## src/rtl/demux32_scatter_pkg.sv

```systemverilog
// ---------------------------------------------------------------------------
// | Module   : demux_pkg                                                    |
// | Desc     : Shared constants and state encoding for demux32_scatter.     |
// | Revision : 1.0 - initial release                                       |
// ---------------------------------------------------------------------------
`default_nettype none

package demux_pkg;

  localparam int WIDTH = 32;
  localparam int SEL_W = 5;

  localparam logic [WIDTH-1:0] ALL_ONES = {WIDTH{1'b1}};

  typedef enum logic [0:0] {
    FILL = 1'b0,
    HOLD = 1'b1
  } state_e;

endpackage

`default_nettype wire

```

## src/rtl/demux32_scatter_if.sv

```systemverilog
// ---------------------------------------------------------------------------
// | Module   : demux32_scatter_if                                           |
// | Desc     : Bit-input / word-output bundle; out_par under DEMUX_PARITY_EN|
// | Revision : 1.0 - initial release                                       |
// ---------------------------------------------------------------------------
`default_nettype none

interface demux32_scatter_if;
  import demux_pkg::*;

  logic             in_valid;
  logic             in_ready;
  logic             d;
  logic [SEL_W-1:0] sel;
  logic             auto;
  logic             clr;
  logic             out_valid;
  logic             out_ready;
  logic [WIDTH-1:0] q;
  logic [WIDTH-1:0] written;
  logic [SEL_W-1:0] ptr;
`ifdef DEMUX_PARITY_EN
  logic             out_par;

  modport master (
    output in_valid, d, sel, auto, clr, out_ready,
    input  in_ready, out_valid, q, written, ptr, out_par
  );
  modport slave (
    input  in_valid, d, sel, auto, clr, out_ready,
    output in_ready, out_valid, q, written, ptr, out_par
  );
`else
  modport master (
    output in_valid, d, sel, auto, clr, out_ready,
    input  in_ready, out_valid, q, written, ptr
  );
  modport slave (
    input  in_valid, d, sel, auto, clr, out_ready,
    output in_ready, out_valid, q, written, ptr
  );
`endif

endinterface

`default_nettype wire

```

## src/rtl/demux32_scatter_dec5to32.sv

```systemverilog
// ---------------------------------------------------------------------------
// | Module   : dec5to32                                                     |
// | Desc     : Combinational 5-bit to 32-bit one-hot decoder.               |
// | Revision : 1.0 - initial release                                       |
// ---------------------------------------------------------------------------
`default_nettype none

module dec5to32
  import demux_pkg::*;
(
  input  logic [SEL_W-1:0] sel,
  output logic [WIDTH-1:0] onehot
);

  for (genvar i = 0; i < WIDTH; i++) begin : g_bit
    assign onehot[i] = (sel == SEL_W'(i));
  end

endmodule

`default_nettype wire

```

## src/rtl/demux32_scatter.sv

```systemverilog
// ---------------------------------------------------------------------------
// | Module   : demux32_scatter                                              |
// | Desc     : Scatters addressed/auto-indexed bits into a 32-bit word and  |
// |            presents it on valid/ready; DEMUX_PARITY_EN adds out_par.    |
// | Revision : 1.0 - initial release                                       |
// ---------------------------------------------------------------------------
`default_nettype none

module demux32_scatter
  import demux_pkg::*;
(
  input  logic             clk,
  input  logic             rst_n,
  demux32_scatter_if.slave bus
);

  state_e           state_q, state_d;
  logic [WIDTH-1:0] q_q, q_d;
  logic [WIDTH-1:0] written_q, written_d;
  logic [SEL_W-1:0] ptr_q, ptr_d;
  logic             par_q, par_d;

  logic [SEL_W-1:0] pos;
  logic [WIDTH-1:0] onehot;
  logic             accept;

  assign pos    = bus.auto ? ptr_q : bus.sel;
  assign accept = bus.in_valid && (state_q == FILL);

  dec5to32 u_dec (
    .sel    (pos),
    .onehot (onehot)
  );

  always_comb begin
    state_d   = state_q;
    q_d       = q_q;
    written_d = written_q;
    ptr_d     = ptr_q;
    par_d     = par_q;
    // clr outranks both the bit accept and the output handshake
    if (bus.clr) begin
      state_d   = FILL;
      q_d       = '0;
      written_d = '0;
      ptr_d     = '0;
      par_d     = 1'b0;
    end else begin
      case (state_q)
        FILL: begin
          if (accept) begin
            q_d       = (q_q & ~onehot) | (bus.d ? onehot : '0);
            written_d = written_q | onehot;
            par_d     = par_q ^ (bus.d ^ (|(q_q & onehot)));
            if (bus.auto) begin
              ptr_d = ptr_q + SEL_W'(1);
            end
            if ((written_q | onehot) == ALL_ONES) begin
              state_d = HOLD;
            end
          end
        end
        HOLD: begin
          if (bus.out_ready) begin
            state_d   = FILL;
            q_d       = '0;
            written_d = '0;
            ptr_d     = '0;
            par_d     = 1'b0;
          end
        end
        default: state_d = FILL;
      endcase
    end
  end

  always_ff @(posedge clk) begin
    if (!rst_n) begin
      state_q   <= FILL;
      q_q       <= '0;
      written_q <= '0;
      ptr_q     <= '0;
      par_q     <= 1'b0;
    end else begin
      state_q   <= state_d;
      q_q       <= q_d;
      written_q <= written_d;
      ptr_q     <= ptr_d;
      par_q     <= par_d;
    end
  end

  assign bus.in_ready  = (state_q == FILL);
  assign bus.out_valid = (state_q == HOLD);
  assign bus.q         = q_q;
  assign bus.written   = written_q;
  assign bus.ptr       = ptr_q;

`ifdef DEMUX_PARITY_EN
  assign bus.out_par = par_q;
`else
  logic unused_par;
  assign unused_par = par_q;
`endif

endmodule

`default_nettype wire

```

## src/flat_wrapper.sv

```systemverilog
// flat-port wrapper written by rule: the top's interface ports become plain ports
module demux32_scatter_flat import demux_pkg::*;
  (clk, rst_n, bus_in_valid, bus_d, bus_sel, bus_auto, bus_clr, bus_out_ready, bus_in_ready, bus_out_valid, bus_q, bus_written, bus_ptr);
  demux32_scatter_if bus_i ();
  input  logic clk;
  input  logic rst_n;
  input wire logic [$bits(bus_i.in_valid)-1:0] bus_in_valid;
  input wire logic [$bits(bus_i.d)-1:0] bus_d;
  input wire logic [$bits(bus_i.sel)-1:0] bus_sel;
  input wire logic [$bits(bus_i.auto)-1:0] bus_auto;
  input wire logic [$bits(bus_i.clr)-1:0] bus_clr;
  input wire logic [$bits(bus_i.out_ready)-1:0] bus_out_ready;
  output wire logic [$bits(bus_i.in_ready)-1:0] bus_in_ready;
  output wire logic [$bits(bus_i.out_valid)-1:0] bus_out_valid;
  output wire logic [$bits(bus_i.q)-1:0] bus_q;
  output wire logic [$bits(bus_i.written)-1:0] bus_written;
  output wire logic [$bits(bus_i.ptr)-1:0] bus_ptr;
  assign bus_i.in_valid = bus_in_valid;
  assign bus_i.d = bus_d;
  assign bus_i.sel = bus_sel;
  assign bus_i.auto = bus_auto;
  assign bus_i.clr = bus_clr;
  assign bus_i.out_ready = bus_out_ready;
  assign bus_in_ready = bus_i.in_ready;
  assign bus_out_valid = bus_i.out_valid;
  assign bus_q = bus_i.q;
  assign bus_written = bus_i.written;
  assign bus_ptr = bus_i.ptr;
  demux32_scatter u_core (.clk(clk), .rst_n(rst_n), .bus(bus_i));
endmodule
```

## config.mk

```make
export PLATFORM = sky130hd
export DESIGN_NAME = demux32_scatter_flat
export DESIGN_NICKNAME = d
export VERILOG_FILES = /design/src/rtl/demux32_scatter_pkg.sv /design/src/rtl/demux32_scatter_if.sv /design/src/rtl/demux32_scatter_dec5to32.sv /design/src/rtl/demux32_scatter.sv /design/src/flat_wrapper.sv
export SDC_FILE = /design/constraint.sdc
export NUM_CORES = 1
export LEC_CHECK = 0
export CORE_ASPECT_RATIO = 0.5
export CORE_MARGIN = 2
export CORE_UTILIZATION = 44
export CTS_CLUSTER_SIZE = 20
export DETAILED_ROUTE_END_ITERATION = 8
export MAX_ROUTING_LAYER = met4
export PLACE_DENSITY_LB_ADDON = 0.25
export SYNTH_ARGS = -nofsm -noshare
export SYNTH_HDL_FRONTEND = slang
export SYNTH_SLANG_ARGS = --single-unit
```

## constraint.sdc

```tcl
create_clock -name clk -period 1.74 [get_ports clk]
set_input_delay 0.348 -clock clk [delete_from_list [all_inputs] [get_ports clk]]
set_output_delay 0.348 -clock clk [all_outputs]
set_load 0.05 [all_outputs]
```

[Word-level counts from Yosys, hierarchy flattened]
Cells that the tools add are included.
Storage, ports and cells
  output and inout bits: 71
  register bits: 70
  input port bits: 12
  word-level logic and storage cells: 66
Cells by class
  bitwise operators: 6
  reduce and logical (&&, ||, !) cells: 5
  eq/ne operators: 35
  muxes and demuxes: 15
  add/subtract/negate cells: 1
Operators by type and width (number)
  32-bit 2-to-1 mux: 4
  32-bit case mux with 2 select lines: 2
  5-bit equality test, second input constant: 16
  32-bit OR: 2
  5-bit by 4-bit equality test with 1-bit output, second input constant: 8
  32-bit bitwise AND: 1
  32-bit equality test, second input constant: 1
  32-bit NOT: 1
  5-bit by 3-bit equality test with 1-bit output, second input constant: 4
  5-bit 2-to-1 mux: 4
  5-bit by 2-bit equality test with 1-bit output, second input constant: 2
  5-bit case mux with 2 select lines: 1
  5-bit by 1-bit adder with 5-bit output, second input constant: 1
  5-bit by 1-bit equality test with 1-bit output, second input constant: 1
  5-bit zero test: 1
  2-bit inequality test, second input constant: 2
  1-bit 2-to-1 mux: 3
  3-bit AND reduction: 1
  2-bit by 1-bit inequality test with 1-bit output, second input constant: 1
  1-bit NOT: 2
  1-bit case mux with 2 select lines: 1
  2-bit AND reduction: 1
  2-bit OR reduction: 1
  1-bit logical AND: 1

[Depth between registers and ports, before layout]
Gate-level depths: netlist of the first run.
  depth in word-level cells: 7
  mapped depth: 8
  depth with buffers taken out: 6

[Cells and area by module]
From an unflattened synthesis of the first run, not the netlist that was laid out.
Second synthesis, totals
  cells, all modules: 391
  area, all modules: 2987.9 um^2
By module, submodules not included
  demux32_scatter: cells an instance 344, instances 1, area each 2766.4 um^2
  dec5to32: cells an instance 47, instances 1, area each 221.5 um^2

[Worst setup path after synthesis of the first run]
OpenSTA, ideal clock, no wires.
  path type: register -> register
  start point: register u_core.ptr_q[0] (netlist: u_core.bus.ptr[0])
  end point: register u_core.state_q (netlist: u_core.bus.out_valid)
  path slack: -0.311 ns
  clock period less this slack: 2.051 ns
  setup time: 0.073 ns
  required time: 1.667 ns
  cell stages (with the launch flop): 7
  arrival time: 1.978 ns
  cell sequence: dfxtp_1 nand3b_1 a22oi_2 nand3_1 a32oi_1 nand4_1 o22ai_2
Between the ends
  cells in the longest elaborated chain, start to end: 7
  elaborated cells between the ends (all ways): 38
  classes of those cells: eq/ne (32); mux (4); bitwise (1); reduce/logical (1)
Ends and longest elaborated chain
  start: declaration: RTL line demux32_scatter.sv:20  | logic [SEL_W-1:0] ptr_q, ptr_d;
  start signal: assignment: RTL line demux32_scatter.sv:88  | ptr_q <= ptr_d;
  5-bit 2-to-1 mux *: RTL line demux32_scatter.sv:27  | assign pos = bus.auto ? ptr_q : bus.sel;
  5-bit by 1-bit equality test with 1-bit output, or another cell as far along: RTL line demux32_scatter_dec5to32.sv:16  | assign onehot[i] = (sel == SEL_W'(i));
  32-bit OR *: RTL line demux32_scatter.sv:58  | if ((written_q | onehot) == ALL_ONES) begin
  32-bit equality test *: RTL line demux32_scatter.sv:58
  1-bit 2-to-1 mux *: RTL line demux32_scatter.sv:58
  1-bit 2-to-1 mux *: RTL line demux32_scatter.sv:51  | if (accept) begin
  1-bit case mux with 2 select lines *: RTL line demux32_scatter.sv:49  | case (state_q)
  end signal: assignment: RTL line demux32_scatter.sv:85  | state_q <= state_d;
  end: declaration: RTL line demux32_scatter.sv:17  | state_e state_q, state_d;
Mark *: on every way between the ends. The rest lies on a longest branch, timed or not.
A chain may end at the register's enable or synchronous reset.

[Worst setup path after layout of the first run]
Same ends and word-level chain as after synthesis.

==> flow_metrics.env, run 1 <==
export IMPL_clk_path_buf_depth=2
export IMPL_hold_buffers=0
export IMPL_grt_usage=0.308
export IMPL_synthesis_area_um2=3330
export IMPL_place_area_um2=4650
export IMPL_dieHeight_um=65.5
export IMPL_path_class="register to register"
export IMPL_antenna_found_initial=0
export IMPL_rsz0062_at_grt="true"
export IMPL_synthCells=357
export IMPL_cp_arrival_ns=2.08
export IMPL_cts_sinks=70
export IMPL_post_layout_nonfiller_instances=629
export IMPL_setup_ws_ns=-0.0897
export IMPL_setup_worst_path_end_class="register"
export IMPL_maxCapViolations=0
export IMPL_grt_max_degree=29
export IMPL_io_buffers=82
export IMPL_p_comb_frac=0.105
export IMPL_seq_area_frac_synth=0.421
export IMPL_cts_tree="yes"
export IMPL_dp_hpwl_mm=8.70
export IMPL_finalClockSkew_ns=0.00582
export IMPL_synth_area_leader_cell="dfxtp_1"
export IMPL_hold_depth=2
export IMPL_drtAntennaViolNets=0
export IMPL_seq_area_um2=1410
export IMPL_vias=3711
export IMPL_cp_start_kind="register"
export IMPL_avgSynthCellArea_um2=9.33
export IMPL_num_fill_cells=539
export IMPL_min_delay_start="u_core.bus.q[31]"
export IMPL_rrSetupSlack_ns=-0.09
export IMPL_worstMarginPinSlew_ns=0.685
export IMPL_fin_crit_sh=1.05
export IMPL_switching_share=0.233
export IMPL_p_int_mw=3.08
export IMPL_peakVddDrop_mv=0.520
export IMPL_final_max_slew_viol_count=0
export IMPL_fmax_mhz=547
export IMPL_hold_class="register to register"
export IMPL_synth_top_flop_cell="dfxtp_1"
export IMPL_syn_nets=370
export IMPL_route_detailed_drc=0
export IMPL_die_area_um2=8330
export IMPL_root_buffer="clkbuf_16"
export IMPL_crit_fanout=6
export IMPL_finalInstanceArea_um2=5390
export IMPL_switching_power_mw=0.934
export IMPL_r2r_end="u_core.bus.out_valid"
export IMPL_clock_latency_ns=0.33
export IMPL_clkPwrFrac=0.492
export IMPL_p_leak_nw=2.10
export IMPL_drive_gt1_frac=0.482
export IMPL_synth_edf_count=0
export IMPL_sequentialPowerShare=0.402
export IMPL_die_x_um=127
export IMPL_regToRegStartpoint="u_core.bus.ptr[0]"
export IMPL_whs_endpoint="u_core.bus.q[31]"
export IMPL_core_um2=7320
export IMPL_drt_wl_total_mm=12.4
export IMPL_synth_top_area_frac=0.421
export IMPL_multiInputGateArea_um2=2000
export IMPL_place_gp_congestion=0.915
export IMPL_place_ws_ns=-0.920
export IMPL_status="finished with violations"
export IMPL_via_per_inst=5.90
export IMPL_reg2regPathDepth=6
export IMPL_p_per_area_nw_per_um2=744
export IMPL_numCtsBuffers=9
export IMPL_wl_per_cell_um=19.7
export IMPL_antenna_cells=0
export IMPL_slew_headroom=0.542
export IMPL_setup_viol_count_final=1
export IMPL_drt_initial_drc_count=353
export IMPL_pin_count=83
export IMPL_cp_startpoint="u_core.bus.ptr[0]"
export IMPL_rows=22
export IMPL_synthDistinctLibCells=42
export IMPL_violations="setup timing"
export IMPL_area_growth_synth_to_final_pct=61.8
export IMPL_period_minus_slack_ns=1.83
export IMPL_clk_pin_slew_ns=0.06
export IMPL_synthArstFlopShare=0
export IMPL_initial_core_util=0.455
export IMPL_grt_pass1_vias=3648
export IMPL_finalNetCount=542
export IMPL_dr_pass1_iters=5
export IMPL_htree_levels=3
export IMPL_worstPathRequired_ns=2.00
export IMPL_grt_overflow=0
export IMPL_ys_warn_count=0
export IMPL_hold_violations=0
export IMPL_synth_seq_cells=70
export IMPL_grt_pass1_wl_mm=19.1
export IMPL_place_inst=591
export IMPL_synthTopCellsByArea="dfxtp_1, a22oi_1, a211oi_1"
-- sequential cells by signal, indices dropped and copies added (netlist names) --
signal	cells
u_core.bus.q	32
u_core.bus.out_valid	1
u_core.bus.ptr	5
u_core.bus.written	32
-- per-layer routing --
layer,vias to the layer above,routed length [µm],track usage
li1,1718,-,-
met1,1810,5350,0.386
met2,164,5880,0.498
met3,19,1030,0.0725
met4,0,156,0.106
met5,-,0,-
-- worst max-delay path, cell delays in order (launching register included) --
cell and delay, ns:
dfxtp_4 0.37, or3b_4 0.44, a22oi_4 0.31, nand3_2 0.12
a32oi_2 0.22, nand4_1 0.15, o22ai_2 0.13
-- worst max-delay path by stage --
stage | endpoint | slack [ns] | cells after the start
finish | u_core.bus.out_valid | -0.09 | 6
global route | u_core.bus.out_valid | -0.13 | 9
CTS | u_core.bus.out_valid | -0.05 | 7
detailed placement | u_core.bus.written[19] | -0.92 | 7
global placement | u_core.bus.out_valid | -0.86 | 7
floorplan | u_core.bus.out_valid | -0.09 | 7
-- layout make-up --
class,count,area share
inverters,1,0.000696
well taps,96,0.0223
repair buffers,187,0.285
clock inverters,5,0.0156
flip-flops and latches,70,0.262
multi-input cells,260,0.370
clock buffers,10,0.0443
-- metrics by stage --
step	power, mW	utilization	hold WS [ns]	TNS (ns)
2_1_floorplan	1.84	-	0.550	-0.0879
3_3_place_gp	2.01	0.635	0.447	-44.25
3_5_place_dp	2.01	0.635	0.458	-48.97
4_1_cts	4.00	0.717	0.468	-0.0517
5_1_grt	4.12	0.736	0.495	-0.240
6_report	4.01	0.736	0.468	-0.0897
-- kinds of logic after synthesis --
logic type / after synthesis / synth area share
adder cells (fa/ha/maj): 1 / 0.00375
flip-flops: 70 / 0.421
XOR/XNOR: 3 / 0.00789
AND/OR/NAND/NOR: 122 / 0.196
multiplexers: 4 / 0.0128
buffers and inverters: 27 / 0.0436
AO/OA/AOI/OAI: 130 / 0.315
-- power groups by stage --
stage,sequential [mW],clock (mW),combinational (mW)
6_report,1.61,1.98,0.423
3_3_place_gp,1.65,0,0.359
4_1_cts,1.61,1.99,0.397
3_5_place_dp,1.65,0,0.365
5_1_grt,1.61,2.06,0.441
2_1_floorplan,1.67,0,0.169
-- synth_stat cells (5+ instances only) --
library cell	number
a22oi_2	7
o21ai_0	6
buf_2	5
nand3_1	28
a22oi_4	8
a21oi_1	34
a211oi_1	24
clkbuf_1	14
a32oi_1	7
nand2_1	26
nor2_1	33
a22o_1	8
a22oi_1	25
nand4_1	6
dfxtp_1	70
a221oi_1	6
-- placed cells by master, fill, tap and decap left out, drive strengths merged, types with 8 or more instances in the layout --
cell    instances
a211oi         24
a21oi          34
a22o            8
a22oi          40
buf           177
clkbuf         12
dfxtp          70
nand2          26
nand3          30
nor2           34
-- timing repair --
action                     4_1_cts  5_1_grt
pin swaps                       22       16
buffers inserted                18        5
setup endpoints to repair       65       46
gates resized for setup         43       28
No activity file was read; power rests on OpenSTA's default activity.
==> run 2: changes to the inputs <==
--- a/config.mk
+++ b/config.mk
@@ -7,11 +7,12 @@
 export LEC_CHECK = 0
 export CORE_ASPECT_RATIO = 0.5
 export CORE_MARGIN = 2
-export CORE_UTILIZATION = 44
+export CORE_UTILIZATION = 49
 export CTS_CLUSTER_SIZE = 20
 export DETAILED_ROUTE_END_ITERATION = 8
 export MAX_ROUTING_LAYER = met4
-export PLACE_DENSITY_LB_ADDON = 0.25
+export PLACE_DENSITY_LB_ADDON = 0.12
+export RECOVER_POWER = 25
 export SYNTH_ARGS = -nofsm -noshare
 export SYNTH_HDL_FRONTEND = slang
 export SYNTH_SLANG_ARGS = --single-unit
==> constraint.sdc (replaced) <==
create_clock -name clk -period 1.9 [get_ports clk]
set_input_delay 0.38 -clock clk [delete_from_list [all_inputs] [get_ports clk]]
set_output_delay 0.38 -clock clk [all_outputs]
set_load 0.05 [all_outputs]
==> run 2 against run 1 <==
The run now ends clean. Sequential share of layout area grew 2.2 points. Non-clock buffer count shrank 27. Register-to-register slack gained 0.11 ns. Combinational power shrank 20%. Clock skew grew 0.0013 ns. First-iteration DRC count grew 14%. Sequential power shrank 8%.
==> flow_metrics.env, run 2 (same netlist as run 1, synthesis figures left out) <==
export IMPL_route_detailed_drc=0
export IMPL_pin_count=83
export IMPL_final_max_slew_viol_count=0
export IMPL_clock_latency_ns=0.34
export IMPL_htree_levels=3
export IMPL_root_buffer="clkbuf_16"
export IMPL_maxCapViolations=0
export IMPL_initial_core_util=0.503
export IMPL_tns_ns=0
export IMPL_grt_pass1_wl_mm=19.2
export IMPL_final_cell_mix="buf_4, dfxtp_1, a21oi_1, clkbuf_1, nor2_1"
export IMPL_clk_path_buf_depth=2
export IMPL_worstMarginPinSlew_ns=0.848
export IMPL_place_area_um2=4580
export IMPL_finalNetCount=515
export IMPL_period_minus_slack_ns=1.88
export IMPL_grt_max_degree=26
export IMPL_hold_class="register to register"
export IMPL_drive_gt1_frac=0.335
export IMPL_numCtsBuffers=9
export IMPL_antenna_found_initial=0
export IMPL_clk_pin_slew_ns=0.06
export IMPL_cts_tree="yes"
export IMPL_cp_cell_sequence="or3b_4 > a22oi_4 > a21oi_1 > nor4_1 > nand4_1 > o22ai_2"
export IMPL_die_x_um=121
export IMPL_die_area_um2=7520
export IMPL_cts_sinks=70
export IMPL_crit_fanout=8
export IMPL_peakVddDrop_mv=0.546
export IMPL_drt_wl_total_mm=12.4
export IMPL_wl_per_cell_um=20.7
export IMPL_cp_arrival_ns=2.15
export IMPL_p_leak_nw=1.88
export IMPL_grt_pass1_vias=3405
export IMPL_finalInstanceArea_um2=4960
export IMPL_area_growth_synth_to_final_pct=48.9
export IMPL_hold_buffers=0
export IMPL_setup_worst_path_end_class="register"
export IMPL_slew_headroom=0.435
export IMPL_rsz0062_at_grt="true"
export IMPL_antenna_cells=0
export IMPL_finalClockSkew_ns=0.00715
export IMPL_dieHeight_um=62.3
export IMPL_rows=21
export IMPL_cpPeakStageDelay_ns=0.44
export IMPL_vias=3650
export IMPL_status="completed"
export IMPL_layout_commonest_cell="buf_4"
export IMPL_setup_viol_count_final=0
export IMPL_hold_violations=0
export IMPL_rrSetupSlack_ns=0.02
export IMPL_cp_top_family="simple AND/OR/NAND/NOR gates"
export IMPL_fin_crit_sh=0.990
export IMPL_io_buffers=82
export IMPL_path_class="register to register"
export IMPL_fmax_mhz=531
export IMPL_p_per_area_nw_per_um2=763
export IMPL_place_gp_congestion=0.943
export IMPL_grt_usage=0.345
export IMPL_drtAntennaViolNets=0
export IMPL_cp_start_kind="register"
export IMPL_path_buf_inv=0
export IMPL_worstPathRequired_ns=2.17
export IMPL_grt_overflow=0
export IMPL_critical_path_slowest_cell="or3b_4"
export IMPL_dr_pass1_iters=5
export IMPL_core_um2=6620
export IMPL_via_per_inst=6.09
export IMPL_drt_initial_drc_count=404
export IMPL_dp_hpwl_mm=8.53
[run 2: power by group]
part | leakage (nW) | total, mW | internal (mW) | switching [mW]
Sequential | 0.566 | 1.48 | 1.47 | 0.00541
Clock | 0.166 | 1.97 | 1.32 | 0.648
Combinational | 1.15 | 0.338 | 0.135 | 0.202
[run 2: final timing paths]
path | depth (start not counted) | to | from
hold / removal | 2 | u_core.bus.q[12] | u_core.bus.q[12]
hold reg to reg | 2 | u_core.bus.q[12] | u_core.bus.q[12]
setup reg to reg | 6 | u_core.bus.out_valid | u_core.bus.ptr[0]
setup / recovery | 6 | u_core.bus.out_valid | u_core.bus.ptr[0]
[run 2: timing repair]
action	4_1_cts	5_1_grt
pin swaps	12	7
endpoints found under the hold margin	0	0
gates resized for setup	20	12
buffers inserted	6	3
setup endpoints to repair	65	13
[run 2: routing by layer]
layer	routed length, µm	GRT usage	up-vias	share of wire
met4	172	0.0887	0	0.014
met5	0	-	-	0
li1	-	-	1660	-
met3	1040	0.0956	20	0.084
met2	5540	0.515	174	0.45
met1	5620	0.465	1796	0.45
[run 2: area by class of cell]
| cell class | count | area, µm² |
|---|---|---|
| Clock inverter | 5 | 106 |
| Fill cell | 479 | 1660 |
| Sequential cell | 70 | 1410 |
| Multi-Input combinational cell | 260 | 1860 |
| Clock buffer | 11 | 243 |
| Tap cell | 92 | 115 |
| Inverter | 1 | 3.75 |
| Timing Repair Buffer | 160 | 1220 |
[run 2: tightest hold or removal path: cells and delay by family, from the launching register on]
| family | cells | cell delay, ns |
|---|---|---|
| and+or+nand+nor | 1 | 0.06 |
| AOI/OAI and AO/OA | 1 | 0.06 |
| DFF | 1 | 0.30 |
[run 2: through the flow]
| stage | hold slack, ns | instances | setup slack (ns) | utilization | total power [mW] |
|---|---|---|---|---|---|
| 2_1_floorplan | 0.590 | 357 | 0.0356 | - | 1.68 |
| 3_3_place_gp | 0.447 | 574 | -0.734 | 0.692 | 1.82 |
| 3_5_place_dp | 0.461 | 574 | -1.03 | 0.692 | 1.83 |
| 4_1_cts | 0.466 | 596 | 0.00629 | 0.759 | 3.79 |
| 5_1_grt | 0.475 | 599 | -0.0248 | 0.749 | 3.88 |
| 6_report | 0.468 | 599 | 0.0182 | 0.749 | 3.79 |
